==> src/rtl/mult_pkg.sv <==
// Shared types and ALU control encodings for the sequential shift-add multiplier.
package mult_pkg;

  typedef enum logic [2:0] {
    IDLE  = 3'd0,
    CHECK = 3'd1,
    ADD   = 3'd2,
    SHIFT = 3'd3,
    DONE  = 3'd4
  } mult_state_t;

  localparam logic [3:0] ALU_S_ADD   = 4'b1001;
  localparam logic       ALU_M_ARITH = 1'b0;

endpackage

==> src/rtl/mult_seq_ctrl.sv <==
// Shift-add multiplier sequencer; partial-product adds go nibble-serially through an external 4-bit ALU.
module mult_seq_ctrl
  import mult_pkg::*;
#(
  parameter int WIDTH = 8
) (
  input  logic               clk,
  input  logic               rst_n,
  input  logic               start,
  input  logic [WIDTH-1:0]   a_in,
  input  logic [WIDTH-1:0]   b_in,
  output logic               ready,
  output logic               done,
  output logic [2*WIDTH-1:0] product,
  output logic [3:0]         alu_a,
  output logic [3:0]         alu_b,
  output logic [3:0]         alu_s,
  output logic               alu_m,
  output logic               alu_cin,
  input  logic [3:0]         alu_f,
  input  logic               alu_cout
);

  localparam int NIB = WIDTH / 4;
  localparam int NW  = (NIB > 1) ? $clog2(NIB) : 1;
  localparam int BW  = (WIDTH > 1) ? $clog2(WIDTH) : 1;

  mult_state_t        state_q, state_d;
  logic [WIDTH-1:0]   mcand_q, mcand_d;
  logic [WIDTH-1:0]   hi_q, hi_d;
  logic [WIDTH-1:0]   lo_q, lo_d;
  logic               carry_q, carry_d;
  logic [BW-1:0]      bitcnt_q, bitcnt_d;
  logic [NW-1:0]      nib_q, nib_d;
  logic               done_q, done_d;
  logic [2*WIDTH-1:0] product_q, product_d;
  logic [2*WIDTH-1:0] shifted_s;

  // The final shift is also the value captured as the product, so it is built once here.
  assign shifted_s = {carry_q, hi_q, lo_q[WIDTH-1:1]};

  assign ready   = (state_q == IDLE);
  assign done    = done_q;
  assign product = product_q;
  assign alu_m   = ALU_M_ARITH;

  // Next-state, datapath updates and ALU operand steering.
  always_comb begin
    state_d   = state_q;
    mcand_d   = mcand_q;
    hi_d      = hi_q;
    lo_d      = lo_q;
    carry_d   = carry_q;
    bitcnt_d  = bitcnt_q;
    nib_d     = nib_q;
    done_d    = 1'b0;
    product_d = product_q;
    alu_a     = 4'd0;
    alu_b     = 4'd0;
    alu_s     = 4'd0;
    alu_cin   = 1'b0;
    case (state_q)
      IDLE: begin
        if (start) begin
          mcand_d  = a_in;
          lo_d     = b_in;
          hi_d     = '0;
          bitcnt_d = '0;
          state_d  = CHECK;
        end else begin
          state_d = IDLE;
        end
      end
      CHECK: begin
        carry_d = 1'b0;
        if (lo_q[0]) begin
          nib_d   = '0;
          state_d = ADD;
        end else begin
          state_d = SHIFT;
        end
      end
      ADD: begin
        alu_a   = hi_q[4*nib_q +: 4];
        alu_b   = mcand_q[4*nib_q +: 4];
        alu_s   = ALU_S_ADD;
        alu_cin = (nib_q == '0) ? 1'b0 : carry_q;
        hi_d[4*nib_q +: 4] = alu_f;
        carry_d = alu_cout;
        if (nib_q == NW'(NIB - 1)) begin
          state_d = SHIFT;
        end else begin
          nib_d = nib_q + NW'(1);
        end
      end
      SHIFT: begin
        {hi_d, lo_d} = shifted_s;
        bitcnt_d     = bitcnt_q + BW'(1);
        if (bitcnt_q == BW'(WIDTH - 1)) begin
          state_d   = DONE;
          done_d    = 1'b1;
          product_d = shifted_s;
        end else begin
          state_d = CHECK;
        end
      end
      DONE: begin
        state_d = IDLE;
      end
      default: begin
        state_d = IDLE;
      end
    endcase
  end

  // State and datapath registers with synchronous active-low reset.
  always_ff @(posedge clk) begin
    if (!rst_n) begin
      state_q   <= IDLE;
      mcand_q   <= '0;
      hi_q      <= '0;
      lo_q      <= '0;
      carry_q   <= 1'b0;
      bitcnt_q  <= '0;
      nib_q     <= '0;
      done_q    <= 1'b0;
      product_q <= '0;
    end else begin
      state_q   <= state_d;
      mcand_q   <= mcand_d;
      hi_q      <= hi_d;
      lo_q      <= lo_d;
      carry_q   <= carry_d;
      bitcnt_q  <= bitcnt_d;
      nib_q     <= nib_d;
      done_q    <= done_d;
      product_q <= product_d;
    end
  end

endmodule

==> config.mk <==
export PLATFORM = sky130hd
export DESIGN_NAME = mult_seq_ctrl
export DESIGN_NICKNAME = d
export VERILOG_FILES = /design/src/rtl/mult_pkg.sv /design/src/rtl/mult_seq_ctrl.sv
export SDC_FILE = /design/constraint.sdc
export NUM_CORES = 1
export LEC_CHECK = 0
export ABC_AREA = 1
export CORE_MARGIN = 1
export CORE_UTILIZATION = 35
export DETAILED_ROUTE_END_ITERATION = 10
export DONT_BUFFER_PORTS = 1
export SYNTH_ARGS = -nofsm -noshare
export SYNTH_HDL_FRONTEND = slang
export SYNTH_SLANG_ARGS = --single-unit
==> constraint.sdc <==
create_clock -name clk -period 1.5 [get_ports clk]
set_input_delay 0.3 -clock clk [delete_from_list [all_inputs] [get_ports clk]]
set_output_delay 0.3 -clock clk [all_outputs]
set_load 0.005 [all_outputs]
## Yosys cells after proc, flatten, opt, wreduce, memory -nomap -nowiden

Cells that the tools add are included.

| storage, ports and cells | value |
|---|---|
| output and inout port bits | 32 |
| input bits | 24 |
| flip-flop bits (word level) | 49 |

| cells by class | value |
|---|---|
| eq/ne operators | 7 |
| reduce and logical (&&, ||, !) cells | 10 |
| $add $sub $neg | 3 |
| multiplexer cells | 22 |
| shifts and indexed selects | 4 |

Operators by type and width:

| operator | count |
|---|---|
| $neg 3->34 | 1 |
| $shift 4x34->8 const A | 1 |
| $shiftx 4x34->8 | 1 |
| $pmux 8 s3 | 1 |
| $mux 8 | 2 |
| $pmux 8 s2 | 1 |
| $shiftx 8x4->4 | 2 |
| $mux 4 | 3 |
| $pmux 3 s4 | 1 |
| $reduce_and 2->1 | 6 |
| $mux 3 | 3 |
| $bwmux 8 | 1 |
| $mux 1 | 7 |
| $eq 3x2->1 const B | 2 |
| $ne 2x2->1 const B | 3 |
| $pmux 3 s2 | 1 |
| $pmux 1 s2 | 2 |
| $reduce_bool 2->1 | 2 |
| $add 3x1->3 const B | 1 |
| $eq 3x1->1 const B | 1 |
| $eq 3x3->1 const B | 1 |
| $logic_not 3->1 | 1 |
| $reduce_bool 3->1 | 1 |
| $add 1x1->1 const B | 1 |

## Longest topological paths before layout

Gate-level depths: netlist of run 1.

| depth | value |
|---|---|
| word-level depth | 4 |
| mapped depth | 8 |
| depth with buffers taken out | 7 |

## Least setup slack after synthesis of run 1

Ideal clock, no wire load.

| timing | value |
|---|---|
| path kind | reg2out |
| start | reg state_q[0] |
| end | out alu_a[0] |
| arrival | 1.047 ns |
| setup slack | 0.153 ns |
| data required time | 1.200 ns |
| stages on the path, launching flop included | 5 |
| cell sequence | dfxtp_1 -> nor2_1 -> nand2_1 -> buf_2 -> a211oi_1 |

| between the ends | value |
|---|---|
| cells in the longest elaborated chain, start to end | 2 |

Ends and longest elaborated chain:

| element | RTL line | RTL |
|---|---|---|
| start: declaration | mult_seq_ctrl.sv:28 | `mult_state_t state_q, state_d;` |
| start signal: assignment | mult_seq_ctrl.sv:129 | `state_q <= state_d;` |
| $eq 3x2->1 | mult_seq_ctrl.sv:62 | `case (state_q)` |
| $mux 4 | mult_seq_ctrl.sv:62 |  |
| end: declaration | mult_seq_ctrl.sv:15 | `output logic [3:0] alu_a,` |

No other way between the ends.

## Final worst setup path of run 1

Ends and elaborated chain as after synthesis.

==> flow_summary.yaml, run 1 <==
timing:
  finalSetupViolCount: 7
  finalHoldViolations: 0
  rsz0062_at_grt: "true"
  finalMaxSlewViolations: 0
  setup_slack_ps: -43.5
  fmax_ghz: 0.648
  setup-tns-final_ps: -145
  holdWs_ps: 105
  layout_min_cycle_time_ps: 1540
  period_share_pct: 103
  finClkSkew_ps: 5.47
power_and_ir_drop:
  seq_power_share_pct: 42.0
  p_comb_share_pct: 31.1
  p_switching_mw: 1.25
  power.share.switching_pct: 33.7
  irDropWorstVdd_uv: 680
  p_int_mw: 2.46
  pwr-share-clk_pct: 26.9
  leakagePower_nw: 1.12
  powerDensity_mw_per_mm2: 1370
grt:
  grt_pass1_wl_um: 8670
  grt_max_degree: 36
  grt.overflow.total: 0
  antenna_found_initial: 0
  first_global_vias: 1833
  grt.total_usage_pct: 17.1
setup_path:
  regToRegEndpoint: "lo_q[0]"
  crit_chain: "nor2_4 > nand2_4 > a211oi_2 > buf_4"
  cp.required_ps: 1200
  crit_family: "flip-flops"
  cp-end-kind: "output pin"
  cp_max_fo: 4
  cp-start-kind: "register"
  slowest_delay_ps: 360
  reg2reg_from: "state_q[2]"
  worst-path-buf-inv: 1
  reg2regPathDepth: 8
  worst_path_max_delay_cell: "dfxtp_4"
  r2r_setup_slack_ps: 70
  cp_data_arrival_time_ps: 1240
  critPathKind: "register to output pin"
clock_network:
  clkSlewWorstSetupHoldPaths_ps: 90
  clock_latency_ps: 310
  clock_sinks: 49
  cts_tree: "done"
  cts_made_buffers: 5
  root_buffer: "clkbuf_8"
  cts_hold_buf: 0
  htree_levels: 2
  cts_buffer_depth: 2
drt:
  drt_pre_antenna_iters: 4
  drcViolationCount: 0
  drt_wl_total_um: 5520
  ant_nets: 0
  drtIter0Drc: 120
  viasPerCell: 5.01
  vias: 2065
  wl_per_cell_um: 13.4
hold_path:
  whs_path_depth: 2
  hp-start: "rst_n"
  hold_path_class: "input port to register"
  worstHoldEndpoint: "hi_q[5]"
die:
  num_rows: 28
  die_h_um: 82.1
  ios: 56
  die_w_um: 82.1
  initial_core_util_pct: 37.0
  dieArea_mm2: 0.00673
  coreArea_mm2: 0.00606
placement:
  dp_cells: 392
  gp_congestion: 0.855
  numPortBuffers: 0
  dp_worst_setup_slack_ps: 177
  hpwl_um: 3610
final_layout:
  areaGrowthSynthToFinish_pct: 20.6
  fin_cells: 412
  finalNetCount: 362
  final_cell_mix: "nand2_1, nor2_1, dfxtp_1"
  drive_gt1_share_pct: 16.9
  finish.utilization_pct: 44.7
  fillers: 614
  num_antenna_cells: 0
logic_synthesis:
  netlist.area_leader.share_pct: 43.7
  yosys_warnings: 0
  ys_seq_elements: 49
  yosys.area.top_type: "dfxtp_1"
  syn_area_mm2: 0.00224
  avgSynthCellArea_um2: 6.95
  synth_cell_types: 23
  syn_inst: 323
  yosysSeqAreaShare_pct: 43.7
  synthTopCellsByArea: "dfxtp_1, nand3_1, nand2_1"
outcome:
  violations: "setup timing"
  status: "finished with violations"
job:
  maxCapViolations: 0
[power by group through the flow]
stage               Sequential, mW  Clock (mW)  Combinational (mW)
floorplan                     1.54           0               0.687
finish                        1.56       0.998                1.15
global placement              1.56           0               0.884
detailed placement            1.56           0               0.888
CTS                           1.54        1.02               0.980
global route                  1.58        1.09                1.29
[cell usage after synthesis]
master and count:
nand2_1 54, nor2_1 53, dfxtp_1 49, nand3_1 44, inv_1 30, o21ai_0 28
a21oi_1 18, o21ai_1 8, buf_2 7, buf_4 7, nor3_1 5, a211oi_1 4
buf_1 3, clkbuf_1 3, ha_1 2, buf_6 1, clkbuf_2 1, conb_1 1
inv_2 1, nand2_2 1, nand3_2 1, nand3_4 1, nor3_2 1
[cells by family (layout without fill, tap and decap cells)]
group | count (synthesis) | after routing | synth area share [%]
adders and majority gates | 2 | 2 | 1.12
buffers and inverters | 53 | 64 | 10.8
and+or+nand+nor | 160 | 161 | 30.8
AOI/OAI and AO/OA | 58 | 58 | 13.4
DFF | 49 | 49 | 43.7
other | 1 | 3 | 0.167
[layout make-up]
type	instances	area, µm²	area share [%]
clock buffers	7	86.3	3.19
clock inverters	1	30.0	1.11
inverters	31	126	4.67
multi-input cells	224	1160	43.0
flip-flops and latches	49	993	36.7
well taps	75	93.8	3.47
repair buffers	25	211	7.81
[flip-flops by register name, indices dropped and copies added, names as in the netlist]
name      count
state_q       3
done          1
lo_q          8
bitcnt_q      3
nib_q         1
hi_q          8
product      16
carry_q       1
mcand_q       8
[per-stage QoR]
stage / power (mW) / area, µm²
floorplan: 2.23 / 2250
global placement: 2.44 / 2320
detailed placement: 2.45 / 2320
CTS: 3.55 / 2530
global route: 3.96 / 2710
finish: 3.71 / 2710
[worst max path at each step]
stage                     startpoint       end  slack, ps  depth (start not counted)
after floorplan           state_q[0]  alu_a[0]        150                          4
after global placement    state_q[0]  alu_a[0]        190                          4
after detailed placement  state_q[2]  alu_a[3]        180                          4
after CTS                      nib_q  alu_b[1]        -40                          3
after global routing      state_q[0]  alu_a[0]       -100                          4
final                     state_q[0]  alu_a[0]        -40                          4
[what timing repair did]
action	in CTS	in global routing
gates cloned	0	2
pin swaps	2	3
setup endpoints to repair	11	35
buffers inserted	3	7
gates resized for setup	19	24
[layer usage]
| metal | vias up | routed length [µm] | GRT usage [%] |
|---|---|---|---|
| met5 | - | 0 | 0 |
| met1 | 943 | 2630 | 21.2 |
| li1 | 1065 | - | - |
| met4 | 0 | 65 | 5.26 |
| met2 | 52 | 2500 | 27.4 |
| met3 | 5 | 329 | 6.00 |
(Power assumes the default switching activity.)
==> inputs of run 2 (changes only) <==
--- a/config.mk
+++ b/config.mk
@@ -6,10 +6,13 @@
 export NUM_CORES = 1
 export LEC_CHECK = 0
 export ABC_AREA = 1
+export CELL_PAD_IN_SITES_DETAIL_PLACEMENT = 1
+export CELL_PAD_IN_SITES_GLOBAL_PLACEMENT = 2
 export CORE_MARGIN = 1
-export CORE_UTILIZATION = 35
+export CORE_UTILIZATION = 33
 export DETAILED_ROUTE_END_ITERATION = 10
 export DONT_BUFFER_PORTS = 1
+export PLACE_DENSITY_LB_ADDON = 0.1
 export SYNTH_ARGS = -nofsm -noshare
 export SYNTH_HDL_FRONTEND = slang
 export SYNTH_SLANG_ARGS = --single-unit
==> run 2 against run 1 <==
  * The flow finishes with violations (DRC, setup timing)
  * Wire length rose by 17%
  * Via count barely moved
  * Sequential power barely moved
  * Critical path type unchanged
  * Highest routed layer unchanged
==> flow_summary.yaml, run 2 (synthesis results as in run 1) <==
final_layout:
  fin_cells: 416
  num_antenna_cells: 0
  areaGrowthSynthToFinish_pct: 19.0
  finalNetCount: 364
  stdcell_area_mm2: 0.00267
  final_cell_mix: "nand2_1, nor2_1, dfxtp_1"
  final_common_cell: "nand2_1"
  drive_gt1_share_pct: 15.9
  largest_reg_flops: 16
outcome:
  violations: "DRC, setup timing"
  status: "finished with violations"
grt:
  grt_max_degree: 36
  antenna_found_initial: 0
  grt_pass1_wl_um: 10600
  grt.total_usage_pct: 18.9
  first_global_vias: 2115
  grt.overflow.total: 0
timing:
  setup-tns-final_ps: -750
  rsz0062_at_grt: "true"
  holdWs_ps: 106
  setup_slack_ps: -91.7
  finalSetupViolCount: 11
  period_share_pct: 106
  finalMaxSlewViolations: 0
  layout_min_cycle_time_ps: 1590
  finalHoldViolations: 0
  finClkSkew_ps: 11.6
  fmax_ghz: 0.628
drt:
  vias: 2064
  drt-met1-wl_um: 3030
  ant_nets: 0
  met3_length_um: 251
  drt_wl_total_um: 6440
  drtIter0Drc: 92
  wl_met2_um: 3110
  route.top_layer_used: "met4"
  drcViolationCount: 8
  drt_pre_antenna_iters: 7
  wl_per_cell_um: 15.5
  viasPerCell: 4.96
placement:
  dp_cells: 401
  numPortBuffers: 0
  hpwl_um: 4380
  place_area_mm2: 0.00239
  gp_congestion: 0.770
  dp_worst_setup_slack_ps: 101
clock_network:
  clock_sinks: 49
  cts_tree: "done"
  cts_made_buffers: 5
  clkSlewWorstSetupHoldPaths_ps: 100
  cts_buffer_depth: 2
  root_buffer: "clkbuf_8"
  htree_levels: 2
  clock_latency_ps: 310
die:
  coreArea_mm2: 0.00646
  num_rows: 29
  ios: 56
  die_w_um: 84.5
  initial_core_util_pct: 34.7
  die_h_um: 84.5
  dieArea_mm2: 0.00713
setup_path:
  worst_path_max_delay_cell: "dfxtp_4"
  critPathKind: "register to output pin"
  worst-path-buf-inv: 2
  crit_chain: "nor2_4 > nand2_4 > buf_12 > a211oi_2 > buf_4"
  crit_family: "flip-flops"
  cp.required_ps: 1200
  cp-end-kind: "output pin"
  cp_max_fo: 7
  r2r_setup_slack_ps: 70
  cp_data_arrival_time_ps: 1290
  reg2regPathDepth: 7
  reg2reg_from: "state_q[2]"
  regToRegEndpoint: "state_q[0]"
  crit_start: "state_q[2]"
  slowest_delay_ps: 360
  cp-start-kind: "register"
  crit_cells: 5
  critPathCapture: "alu_a[2]"
power_and_ir_drop:
  powerDensity_mw_per_mm2: 1380
  leakagePower_nw: 1.14
  irDropWorstVdd_uv: 570
hold_path:
  hold_path_class: "input port to register"
job:
  maxCapViolations: 0
run 2: power breakdown:
group | internal, mW | total (mW) | switching [mW]
Clock | 0.500 | 0.987 | 0.487
Combinational | 0.469 | 1.16 | 0.694
Sequential | 1.44 | 1.55 | 0.102
Total | 2.41 | 3.70 | 1.28
run 2: worst min-delay path by stage:
stage / slack, ps / to / cells after the start / start
detailed placement: 410 / hi_q[4] / 2 / rst_n
global placement: 410 / hi_q[6] / 2 / rst_n
global route: 100 / hi_q[6] / 2 / rst_n
floorplan: 430 / bitcnt_q[0] / 1 / bitcnt_q[0]
finish: 110 / hi_q[5] / 2 / rst_n
CTS: 80 / hi_q[6] / 2 / rst_n
run 2: repair_timing:
action                     in CTS  in global routing
setup endpoints to repair      12                 31
setup buffers                   4                  2
hold buffers                    0                  0
gates resized for setup        18                  5
pin swaps                       1                  1
cloned                          1                  0
run 2: cell type report:
class,count,area [µm²]
Inverter,31,116
Sequential cell,49,990
Tap cell,77,96.3
Clock buffer,5,68.8
Fill cell,818,3790
Timing Repair Buffer,28,246
Multi-Input combinational cell,223,1110
Clock inverter,3,46.3
run 2: metal layers:
metal | GRT usage [%] | vias up
met4 | 4.62 | 0
met3 | 4.33 | 5
li1 | - | 1066
met1 | 24.6 | 959
met5 | 0 | -
met2 | 31.8 | 34
run 2: through the flow:
step | util [%] | power, mW
floorplan | - | 2.23
global placement | 37.0 | 2.55
detailed placement | 37.0 | 2.57
CTS | 40.9 | 3.70
global route | 41.3 | 3.94
finish | 41.3 | 3.70
run 2: worst register-to-register path, stage by stage (launching register included):
cell and delay [ps]:
dfxtp_4 360, nor2_4 140, nand2_4 70, buf_4 150
buf_16 140, buf_4 140, o21ai_0 230, nor2_1 90
